**src/rtl/rll_key_sequencer.sv**
```systemverilog
// rll_key_sequencer
// Streams an unlock key for a logic-locked core in from the key store and
// presents it on key_out only once its checksum has been verified. Until a
// verified key is present, the core's outputs are forced to zero.
module rll_key_sequencer #(
    parameter int KEY_W    = 32,
    parameter int CHUNK_W  = 8,
    parameter int OUT_W    = 18,
    parameter int TIMEOUT  = 255,
    parameter int MAX_FAIL = 3
) (
    input  logic               clk,
    input  logic               rst_n,
    input  logic               start,
    input  logic               clear,
    input  logic               kin_valid,
    output logic               kin_ready,
    input  logic [CHUNK_W-1:0] kin_data,
    output logic [KEY_W-1:0]   key_out,
    output logic               key_valid,
    output logic               busy,
    output logic               err,
    output logic               lockout,
    input  logic [OUT_W-1:0]   ckt_in,
    output logic [OUT_W-1:0]   ckt_out
);

    localparam int NCHUNK = KEY_W / CHUNK_W;
    localparam int IDX_W  = $clog2(NCHUNK + 1);
    localparam int IDLE_W = $clog2(TIMEOUT + 1);
    localparam int FAIL_W = $clog2(MAX_FAIL + 1);

    typedef enum logic [2:0] {
        S_IDLE,
        S_LOAD,
        S_CHECK,
        S_ACTIVE,
        S_ERROR,
        S_LOCKOUT
    } state_t;

    state_t             state;
    state_t             next_state;
    logic [KEY_W-1:0]   shadow;
    logic [IDX_W-1:0]   chunk_idx;
    logic [IDLE_W-1:0]  idle_cnt;
    logic [FAIL_W-1:0]  fail_cnt;
    logic [CHUNK_W-1:0] csum_acc;
    logic               csum_ok;

    logic accept;
    logic do_clear;
    logic last_fail;
    logic pass_evt;
    logic fail_evt;
    logic load_entry;

    assign busy = (state == S_LOAD) || (state == S_CHECK);

    // State register; reset returns to IDLE and drops any partial load.
    always_ff @(posedge clk or negedge rst_n) begin
        if (!rst_n) begin
            state <= S_IDLE;
        end else begin
            state <= next_state;
        end
    end

    // Next-state decode plus the pass/fail/load-entry events driving the datapath.
    always_comb begin
        next_state = state;
        pass_evt   = 1'b0;
        fail_evt   = 1'b0;
        accept     = (state == S_LOAD) && kin_valid && kin_ready;
        do_clear   = clear && (state != S_LOCKOUT);
        last_fail  = (fail_cnt == FAIL_W'(MAX_FAIL - 1));
        if (do_clear) begin
            next_state = S_IDLE;
        end else begin
            unique case (state)
                S_IDLE: begin
                    if (start) next_state = S_LOAD;
                end
                S_LOAD: begin
                    if (accept && (chunk_idx == IDX_W'(NCHUNK))) begin
                        next_state = S_CHECK;
                    end else if (!accept && (idle_cnt == IDLE_W'(TIMEOUT - 1))) begin
                        fail_evt   = 1'b1;
                        next_state = last_fail ? S_LOCKOUT : S_ERROR;
                    end
                end
                S_CHECK: begin
                    if (csum_ok) begin
                        pass_evt   = 1'b1;
                        next_state = S_ACTIVE;
                    end else begin
                        fail_evt   = 1'b1;
                        next_state = last_fail ? S_LOCKOUT : S_ERROR;
                    end
                end
                S_ACTIVE, S_ERROR: begin
                    if (start) next_state = S_LOAD;
                end
                S_LOCKOUT: begin
                    next_state = S_LOCKOUT;
                end
                default: next_state = S_IDLE;
            endcase
        end
        load_entry = (next_state == S_LOAD) && (state != S_LOAD);
    end

    // Key datapath: shadow capture, checksum tracking, key commit and failure bookkeeping.
    always_ff @(posedge clk or negedge rst_n) begin
        if (!rst_n) begin
            kin_ready <= 1'b0;
            ckt_out   <= '0;
            shadow    <= '0;
            chunk_idx <= '0;
            idle_cnt  <= '0;
            csum_acc  <= '0;
            csum_ok   <= 1'b0;
            key_out   <= '0;
            key_valid <= 1'b0;
            err       <= 1'b0;
            fail_cnt  <= '0;
            lockout   <= 1'b0;
        end else begin
            kin_ready <= (next_state == S_LOAD);
            ckt_out   <= key_valid ? ckt_in : '0;
            if (do_clear) begin
                key_out   <= '0;
                key_valid <= 1'b0;
                shadow    <= '0;
            end else begin
                if (load_entry) begin
                    shadow    <= '0;
                    chunk_idx <= '0;
                    idle_cnt  <= '0;
                    csum_acc  <= '0;
                end else if (state == S_LOAD) begin
                    if (accept) begin
                        idle_cnt <= '0;
                        if (chunk_idx == IDX_W'(NCHUNK)) begin
                            csum_ok <= (kin_data == csum_acc);
                        end else begin
                            for (int k = 0; k < NCHUNK; k++) begin
                                if (chunk_idx == IDX_W'(k)) begin
                                    shadow[k*CHUNK_W +: CHUNK_W] <= kin_data;
                                end
                            end
                            csum_acc  <= csum_acc ^ kin_data;
                            chunk_idx <= chunk_idx + 1'b1;
                        end
                    end else begin
                        idle_cnt <= idle_cnt + 1'b1;
                    end
                end
                if (pass_evt) begin
                    key_out   <= shadow;
                    key_valid <= 1'b1;
                    err       <= 1'b0;
                    fail_cnt  <= '0;
                end
                if (fail_evt) begin
                    key_out   <= '0;
                    key_valid <= 1'b0;
                    err       <= 1'b1;
                    fail_cnt  <= fail_cnt + 1'b1;
                    if (last_fail) lockout <= 1'b1;
                end
            end
        end
    end

endmodule

```
**config.mk**
```make
export PLATFORM = sky130hd
export DESIGN_NAME = rll_key_sequencer
export DESIGN_NICKNAME = d
export VERILOG_FILES = /design/src/rtl/rll_key_sequencer.sv
export SDC_FILE = /design/constraint.sdc
export NUM_CORES = 1
export LEC_CHECK = 0
export CAP_MARGIN = 40
export CORE_UTILIZATION = 31
export CTS_BUF_LIST = sky130_fd_sc_hd__clkbuf_4 sky130_fd_sc_hd__clkbuf_8
export DETAILED_ROUTE_END_ITERATION = 12
export PLACE_DENSITY = 0.52
export REMOVE_ABC_BUFFERS = 1
export SLEW_MARGIN = 20
export SYNTH_ARGS = -nofsm -noshare
export SYNTH_HDL_FRONTEND = slang
export SYNTH_SLANG_ARGS = --single-unit
```
**constraint.sdc**
```tcl
create_clock -name clk -period 2.5 [get_ports clk]
set_input_delay 0.25 -clock clk [delete_from_list [all_inputs] [get_ports clk]]
set_output_delay 0.25 -clock clk [all_outputs]
set_load 0.01 [all_outputs]
```
==> metrics, run 1 <==
status completed; die area 16,440 sq um; gp weighted congestion 0.7781; drt via density 4.838; CTS tree done; Post-Synthesis Cells 471; Reg2Reg Depth 6; largest net degree at the start of global routing 49; Max VDD drop 0.0002713 V; Combinational Power Share 10.1%; Hold Crit Class primary input to async pin; average routed wire per standard cell 15.30 microns; drt drc 0; Pleak 2.635 nW; Final Max Slew Viols 0; setup violators final 0; most frequent cells in the layout 111 x dfrtp_1, 84 x clkdlybuf4s50_1, 78 x nand2_1; Layout Nets 594; crit path from state[1]; crit path capture busy; f_max 435.3 MHz; Pint 2.364 mW; clock transition at the registers of the reported paths 110 ps; MaxCap Viol Count 0; total iterations of the first detailed-routing run 4; fin cells 771; ant diodes 0; RSZ-0062 raised after global routing no; DP HPWL 8.238 mm; setup TNS after final layout 0 ps; layout cells sized above 1 8.214%; clk_lat worst skew 390 ps; core box area 15,370 sq um; vias after detailed routing 3,730; yosys warns 0; kind of critical path flop to output pin; H-tree Lvls 3; most common cell after layout, fill and taps aside dfrtp_1; post-route cell area 6228 sq um; Sequential Power Share 57.9%; clock sinks 111; Setup WS pre-CTS 330.5 ps; CTS Buffer Depth 2; ANT nets after route 0; share of flip-flops with an asynchronous set or reset 100.0%; Fin. Hold Viols 0; Yosys cell types 54; RR Startpoint state[0]; Area Overhead vs Synth 26.15%; PwrDens 521.0 nW/um^2; Slew HR 58.29%; number of synthesized flops with an enable pin 0; crit start category flop; CP Capture Type output pin; vias in the first global route 3,680; placed inst area 6035 sq um; sw power 0.8804 mW; hold slack 400.3 ps; port buffer count 85; die span in y 128.2 microns; crit path setup slack, layout 202.9 ps; CP arrival 2050 ps; FF-to-FF setup slack 350 ps; register area share after synthesis 56.26%; Sw Ratio 27.13%; ys flop type dfrtp_1; starting DRC count in detailed routing 208; Total Routed Length 11.80 mm; Finished Core Util 40.52%; global-route wire length before repair 19.42 mm; synthesized cell area 4937 sq um; CTS resizes 0; total power 3.245 mW; root buf cell clkbuf_8; cts bufs inserted 9; Worst EP required 2250 ps; I/O Pins 86; Total Routing Usage GR 15.36%; fin crit share 91.89%; crit path max fanout 11; Final min period 2297 ps; Clk pwr share 32.0%; register bit total from synthesis 111; dpl cells 754; Avg Cell Area, Syn 10.48 sq um; Reg2Reg Capture Point csum_acc[7]; row count 45; initial core utilization 32.12%; initial antenna violation count 0; Overflow after GRT 0; worst slew pin tran 624.1 ps; clk_skew 9.691 ps; Die W 128.2 microns
## power groups by stage
stage                     Sequential [mW]  Combinational (mW)  Clock (mW)
after global routing                 1.89               0.368        1.16
after global placement               1.91               0.327           0
after detailed placement             1.91               0.334           0
final                                1.88               0.329        1.04
after CTS                            1.88               0.336        1.09
after floorplan                      1.90               0.159           0
## cell families after synthesis
kind of cell	Yosys count	synth area share (%)
flops	111	56.26
fa+ha+maj	8	2.027
mux	2	0.4055
buf+inv	42	4.359
xor+xnor	6	1.064
simple gates	167	17.18
compound gates	135	18.70
## cell type report
class                   count  area, sq um
clock buffers              10        131.4
clock inverters             6        52.55
fillers                  1503         9143
inverters                  16        60.06
multi-input cells         318         1949
flip-flops and latches    111         2778
well taps                 211        264.0
repair buffers             99        993.5
## worst min-delay path by stage
stage,startpoint,end,slack [ps],depth (start not counted)
2_1_floorplan,rst_n,chunk_idx[0],-50,0
3_3_place_gp,rst_n,key_out[10],310,1
3_5_place_dp,rst_n,key_out[16],310,1
4_1_cts,ckt_in[2],ckt_out[2],390,2
5_1_grt,ckt_in[1],ckt_out[1],400,2
6_report,rst_n,key_out[16],400,2
## worst max-delay path: stages (launching register included)
cell	delay (ps)
dfrtp_1	620
nor2b_1	340
o21a_1	170
clkdlybuf4s50_1	530
## per-layer routing
| layer | part of all wire [%] | GRT usage (%) | vias up | routed length (microns) |
|---|---|---|---|---|
| met4 | 1.0 | 3.945 | 0 | 119 |
| met3 | 4.5 | 3.631 | 8 | 532 |
| met5 | 0 | 0 | - | 0 |
| met1 | 46 | 20.24 | 1829 | 5455 |
| met2 | 48 | 25.28 | 80 | 5690 |
| li1 | - | - | 1813 | - |
## cells in the mapped netlist, types with 2 or more instances
master	number	area, sq um
buf_6	5	56.30
buf_1	6	22.52
nand3_2	2	20.02
a31oi_1	5	31.28
o31ai_2	2	25.02
o21ai_0	18	90.09
o21ai_4	2	32.53
clkbuf_1	9	33.78
nand3b_1	4	30.03
o21ai_2	2	17.52
buf_4	5	37.54
nand4_1	2	12.51
o211ai_1	2	15.01
xnor2_1	2	17.52
dfrtp_1	111	2778
xor2_1	4	35.03
nand3_1	14	70.07
nor4_1	4	25.02
nor2b_1	8	50.05
nor3_1	7	35.03
and2_1	18	112.6
a22o_1	32	280.3
a21oi_1	54	270.3
and3_1	4	25.02
inv_1	16	60.06
o31ai_1	3	22.52
nor2_1	9	33.78
nand2_1	78	292.8
ha_1	8	100.1
nand2b_1	9	56.30
a211oi_1	2	15.01
mux2i_1	2	20.02
## sequential cells by signal, indices dropped and copies added, names as in the netlist, 2 cells and up
register / flops
key_out: 32
shadow: 32
ckt_out: 18
csum_acc: 8
idle_cnt: 8
chunk_idx: 3
state: 3
fail_cnt: 2
## repair_timing
| item | CTS | global route |
|---|---|---|
| endpoints found under the hold margin | 46 | 0 |
| hold buffers | 1 | 0 |
| buffers inserted | 0 | 0 |
No activity file was read; power rests on OpenSTA's default activity.
==> run 2, diff against run 1 <==
Settings changed: CORE_UTILIZATION 31 to 55, PLACE_DENSITY 0.52 to 0.83, SKIP_LAST_GASP set to 1.
==> run 2 against run 1 <==
Net effect:
- register-to-register slack worse by 70 ps
- sequential power hardly changed
- sequential share of layout area up 0.86 points
- final cell count fell by 13%
- critical path type unchanged
- critical endpoint unchanged
- highest routed layer unchanged
==> metrics, run 2 (synthesized netlist as in run 1, its figures left out) <==
MaxCap Viol Count 0 (unchanged); CTS Buffer Depth 2 (unchanged); root buf cell clkbuf_8; vias after detailed routing 3,838 (+2.9%); fin cells 667 (-13%); largest net degree at the start of global routing 56 (+14%); post-CTS setup buffers 0 (unchanged); RR Startpoint state[0]; I/O Pins 86 (unchanged); setup violators final 0 (unchanged); Final Max Slew Viols 0 (unchanged); CP Capture Type output pin; Pint 2.482 mW (+5.0%); Die W 96.75 microns (-25%); CTS tree done; RSZ-0062 raised after global routing no; fin crit share 91.23% (-0.65 points); crit start category flop; H-tree Lvls 3 (unchanged); delay-heaviest family, CP flip-flops; Final min period 2281 ps (-16.31 ps); Area Overhead vs Synth 23.77%; hold slack 437.3 ps (+36.97 ps); HP Start ckt_in[0]; largest registers key_out (32), shadow (32), ckt_out (18); crit path max fanout 11 (unchanged); Combinational Power Share 9.9% (-0.2 points); row count 34 (-24%); total power 3.357 mW (+3.5%); ant diodes 0 (unchanged); sw power 0.8745 mW (-0.67%); drt drc 0 (unchanged); port buffer count 85 (unchanged); Setup WS pre-CTS 332.5 ps (+2.057 ps); Hold Path Stages 2; initial core utilization 56.61% (+24 points); Fin. Hold Viols 0 (unchanged); Total Routed Length 10.95 mm (-7.2%); clock sinks 111 (unchanged); CP Buf/Inv Count 1 (unchanged); layout cells sized above 1 8.050% (-0.16 points); Sequential Power Share 56.0% (-1.9 points); most frequent cells in the layout 111 x dfrtp_1, 84 x clkdlybuf4s50_1, 78 x nand2_1; Total Routing Usage GR 24.12% (+8.8 points); PwrDens 549.3 nW/um^2 (+5.4%); status completed; DP HPWL 7.814 mm (-5.1%); Pleak 2.647 nW (+0.44%); f_max 438.4 MHz (+0.72%); core box area 8721 sq um (-43%); worst slew pin tran 700.3 ps (+76.15 ps); ANT nets after route 0 (unchanged); dpl cells 650 (-14%); vias in the first global route 3,694 (+0.38%); FF-to-FF setup slack 280 ps (-70 ps); Reg2Reg Capture Point key_out[27]; WHS Endpoint ckt_out[0]; starting DRC count in detailed routing 243 (+17%); CP arrival 2030 ps (-20 ps); initial antenna violation count 0 (unchanged); Finished Core Util 70.07% (+30 points); crit path from state[1]; most common cell after layout, fill and taps aside dfrtp_1; clock transition at the registers of the reported paths 110 ps (about the same); crit path setup slack, layout 219.2 ps (+16.31 ps); gp weighted congestion 0.7965 (+2.4%); CP cell instances nor2b_1 > o21a_1 > clkdlybuf4s50_1; Clk pwr share 34.1% (+2.1 points); Sw Ratio 26.05% (-1.1 points); average routed wire per standard cell 16.42 microns (+7.3%); kind of critical path flop to output pin; Slew HR 53.32% (-5.0 points); Layout Nets 593 (-0.17%); CP max stage cell dfrtp_1; clk_skew 9.500 ps (-0.1905 ps); Max VDD drop 0.0003650 V (+35%); crit-path max cell delay 620 ps (about the same); die span in y 96.75 microns (-25%); cts bufs inserted 9 (unchanged); total iterations of the first detailed-routing run 5 (+1); Worst EP required 2250 ps (about the same); Overflow after GRT 0 (unchanged); drt via density 5.754 (+19%); Hold Crit Class primary input to flop; clk_lat worst skew 380 ps (about the same); global-route wire length before repair 18.25 mm (-6.0%); die area 9360 sq um (-43%); Reg2Reg Depth 6 (unchanged)
[run 2: cell types whose count changed in the layout (fill, tap and decap cells not counted), sizes merged]
cell      previous run  this run
buf                 14        13
clkinv               1         2
bufinv               0         1
clkinvlp             2         0
[run 2: worst max path at each step]
stage | end | slack [ps] | cells after the start
3_5_place_dp | idle_cnt[3] | 330 | 7
4_1_cts | busy | 240 | 3
6_report | busy | 220 | 3
3_3_place_gp | idle_cnt[2] | 410 | 7
5_1_grt | csum_acc[3] | 100 | 6
2_1_floorplan | key_out[0] | -260 | 3
[run 2: layout make-up]
cell class	instances	area (sq um)
repair buffers	98	973.4
fillers	604	2610
flip-flops and latches	111	2778
clock buffers	10	137.6
clock inverters	6	77.57
inverters	16	60.06
well taps	108	135.1
multi-input cells	318	1949
[run 2: stage by stage]
| stage | cell area [sq um] | setup TNS, ps |
|---|---|---|
| global placement | 5886 | 0 |
| detailed placement | 5886 | 0 |
| CTS | 6111 | 0 |
| floorplan | 4782 | -18540 |
| global route | 6111 | 0 |
| finish | 6111 | 0 |
[run 2: per-layer routing]
layer  part of all wire (%)  wire length [microns]  track usage [%]
met5                      0                      0                0
met3                    4.0                    434            3.468
met4                    2.0                    223            9.185
met2                     51                   5565            40.47
met1                     43                   4727            31.89
[run 2: timing repair]
item / CTS / global route
endpoints found under the setup margin: 0 / 0
endpoints found under the hold margin: 53 / 0
resized for setup: 0 / 0
hold buffers: 1 / 0
[run 2: power by group through the flow]
stage	combinational, mW	clock (mW)	sequential, mW
6_report	0.332	1.15	1.88
5_1_grt	0.366	1.22	1.89
4_1_cts	0.333	1.15	1.88
3_5_place_dp	0.330	0	1.91
3_3_place_gp	0.311	0	1.91
2_1_floorplan	0.159	0	1.90
==> run 3, diff against run 2 <==
Settings changed: CORE_UTILIZATION 55 to 53, CTS_BUF_LIST sky130_fd_sc_hd__clkbuf_4 sky130_fd_sc_hd__clkbuf_8 to not set, PLACE_DENSITY 0.83 to 0.8.
==> run 3 against run 2 <==
Net effect:
- sequential share of layout area decreased by 0.23 points
- the flow now finishes with violations (design-rule violations)
- register-to-register slack better by 50 ps
- core utilization down 0.66 points
- highest routed layer unchanged
- largest cell class unchanged
- flip-flop and latch count unchanged
==> metrics, run 3 (synthesized netlist as in run 1, its figures left out) <==
status finished with violations; failing checks design-rule violations; Overflow after GRT 0 (unchanged); port buffer count 85 (unchanged); Multi-input gate area 1949 sq um (unchanged); CTS Buffer Depth 2 (unchanged); die span in y 98.52 microns (+1.8%); Worst EP required 2250 ps (about the same); global-route wire length before repair 18.85 mm (+3.3%); CP Capture Type output pin; most common cell after layout, fill and taps aside dfrtp_1; Fin. Hold Viols 0 (unchanged); f_max 435.2 MHz (-0.74%); clk_skew 10.08 ps (+0.5762 ps); starting DRC count in detailed routing 281 (+16%); MaxCap Viol Count 0 (unchanged); initial antenna violation count 0 (unchanged); Hold Crit Class primary input to flop; register area 2778 sq um (unchanged); cts-stage hold buffer count 1 (unchanged); post-CTS setup buffers 0 (unchanged); total iterations of the first detailed-routing run 11 (+6); clock transition at the registers of the reported paths 110 ps (about the same); Total Routed Length 11.23 mm (+2.6%); Die W 98.52 microns (+1.8%); fillers 638 (+5.6%); largest registers key_out (32), shadow (32), ckt_out (18); DP HPWL 7.668 mm (-1.9%); gp weighted congestion 0.8401 (+5.5%); clock sinks 111 (unchanged); Max VDD drop 0.0002885 V (-21%); average routed wire per standard cell 16.84 microns (+2.6%); total power 3.560 mW (+6.1%); ANT nets after route 0 (unchanged); CTS resizes 0 (unchanged); RSZ-0062 raised after global routing no; worst slew pin tran 712.2 ps (+11.94 ps); CP arrival 2050 ps (+20 ps); crit-path max cell delay 630 ps (about the same); Slew HR 52.52% (-0.80 points); initial core utilization 55.80% (-0.82 points); die area 9705 sq um (+3.7%); crit path max fanout 11 (unchanged); CP cell instances nor2b_1 > o21a_1 > clkdlybuf4s50_1; crit start category flop; placed inst area 5873 sq um (-0.21%); kind of critical path flop to output pin; setup violators final 0 (unchanged); Area Overhead vs Synth 24.40%; core box area 8848 sq um (+1.5%); setup TNS after final layout 0 ps (unchanged); CTS tree done; largest net degree at the start of global routing 57 (+1.8%); layout cells sized above 1 8.050% (unchanged); drt via density 5.807 (+0.91%); root buf cell clkbuf_8; CP max stage cell dfrtp_1; ant diodes 0 (unchanged); Final Max Slew Viols 0 (unchanged); H-tree Lvls 3 (unchanged); PwrDens 579.6 nW/um^2 (+5.5%); clk_lat worst skew 380 ps (about the same); Pleak 2.663 nW (+0.62%); row count 34 (unchanged); vias in the first global route 3,751 (+1.5%); cts bufs inserted 9 (unchanged); I/O Pins 86 (unchanged); vias after detailed routing 3,873 (+0.91%); drt drc 7 (+7); most frequent cells in the layout 111 x dfrtp_1, 84 x clkdlybuf4s50_1, 78 x nand2_1; post-route cell area 6142 sq um (+0.51%); fin crit share 91.91% (+0.68 points); Total Routing Usage GR 24.67% (+0.55 points); Layout Nets 593 (unchanged); Final min period 2298 ps (+16.99 ps)
## run 3: through the flow
stage / util, % / hold WS [ps] / cells / setup slack, ps
after floorplan: - / -45.59 / 445 / -259.4
after global placement: 66.37 / 336.2 / 650 / 394.0
after detailed placement: 66.37 / 351.4 / 650 / 330.9
after CTS: 69.41 / 417.4 / 667 / 200.0
after global routing: 69.41 / 428.4 / 667 / 69.54
final: 69.41 / 432.7 / 667 / 202.2
## run 3: worst paths after layout
path,startpoint,cells past startpoint,slack [ps],end
worst max-delay path,state[1],3,200,busy
worst min-delay path,ckt_in[12],2,430,ckt_out[12]
worst max register to register,state[0],6,330,key_out[8]
worst min register to register,lockout,1,490,lockout
max in group asynchronous,rst_n,3,1230,shadow[22]
min in group asynchronous,rst_n,2,470,idle_cnt[0]
## run 3: cell type report
cell class	count	share of cell area (%)
clock inverters	7	2.200
multi-input cells	318	31.74
well taps	108	2.200
flip-flops and latches	111	45.22
inverters	16	0.9778
clock buffers	9	2.017
repair buffers	98	15.64
## run 3: where the power goes
group	internal, mW	switching (mW)
sequential	1.83	0.0474
clock	0.694	0.661
combinational	0.140	0.187
total	2.66	0.896
## run 3: per-layer routing
| metal | GRT usage (%) | share of wire, % | vias up |
|---|---|---|---|
| met5 | 0 | 0 | - |
| li1 | - | - | 1815 |
| met4 | 9.989 | 1.9 | 0 |
| met1 | 32.86 | 44 | 1909 |
| met3 | 3.404 | 4.9 | 18 |
| met2 | 41.12 | 50 | 131 |
## run 3: worst max-delay path: cells and delay by family (launching register included)
family | cells | cell delay (ps)
simple gates | 1 | 350
compound gates | 1 | 160
flops | 1 | 630
buf+inv | 1 | 530
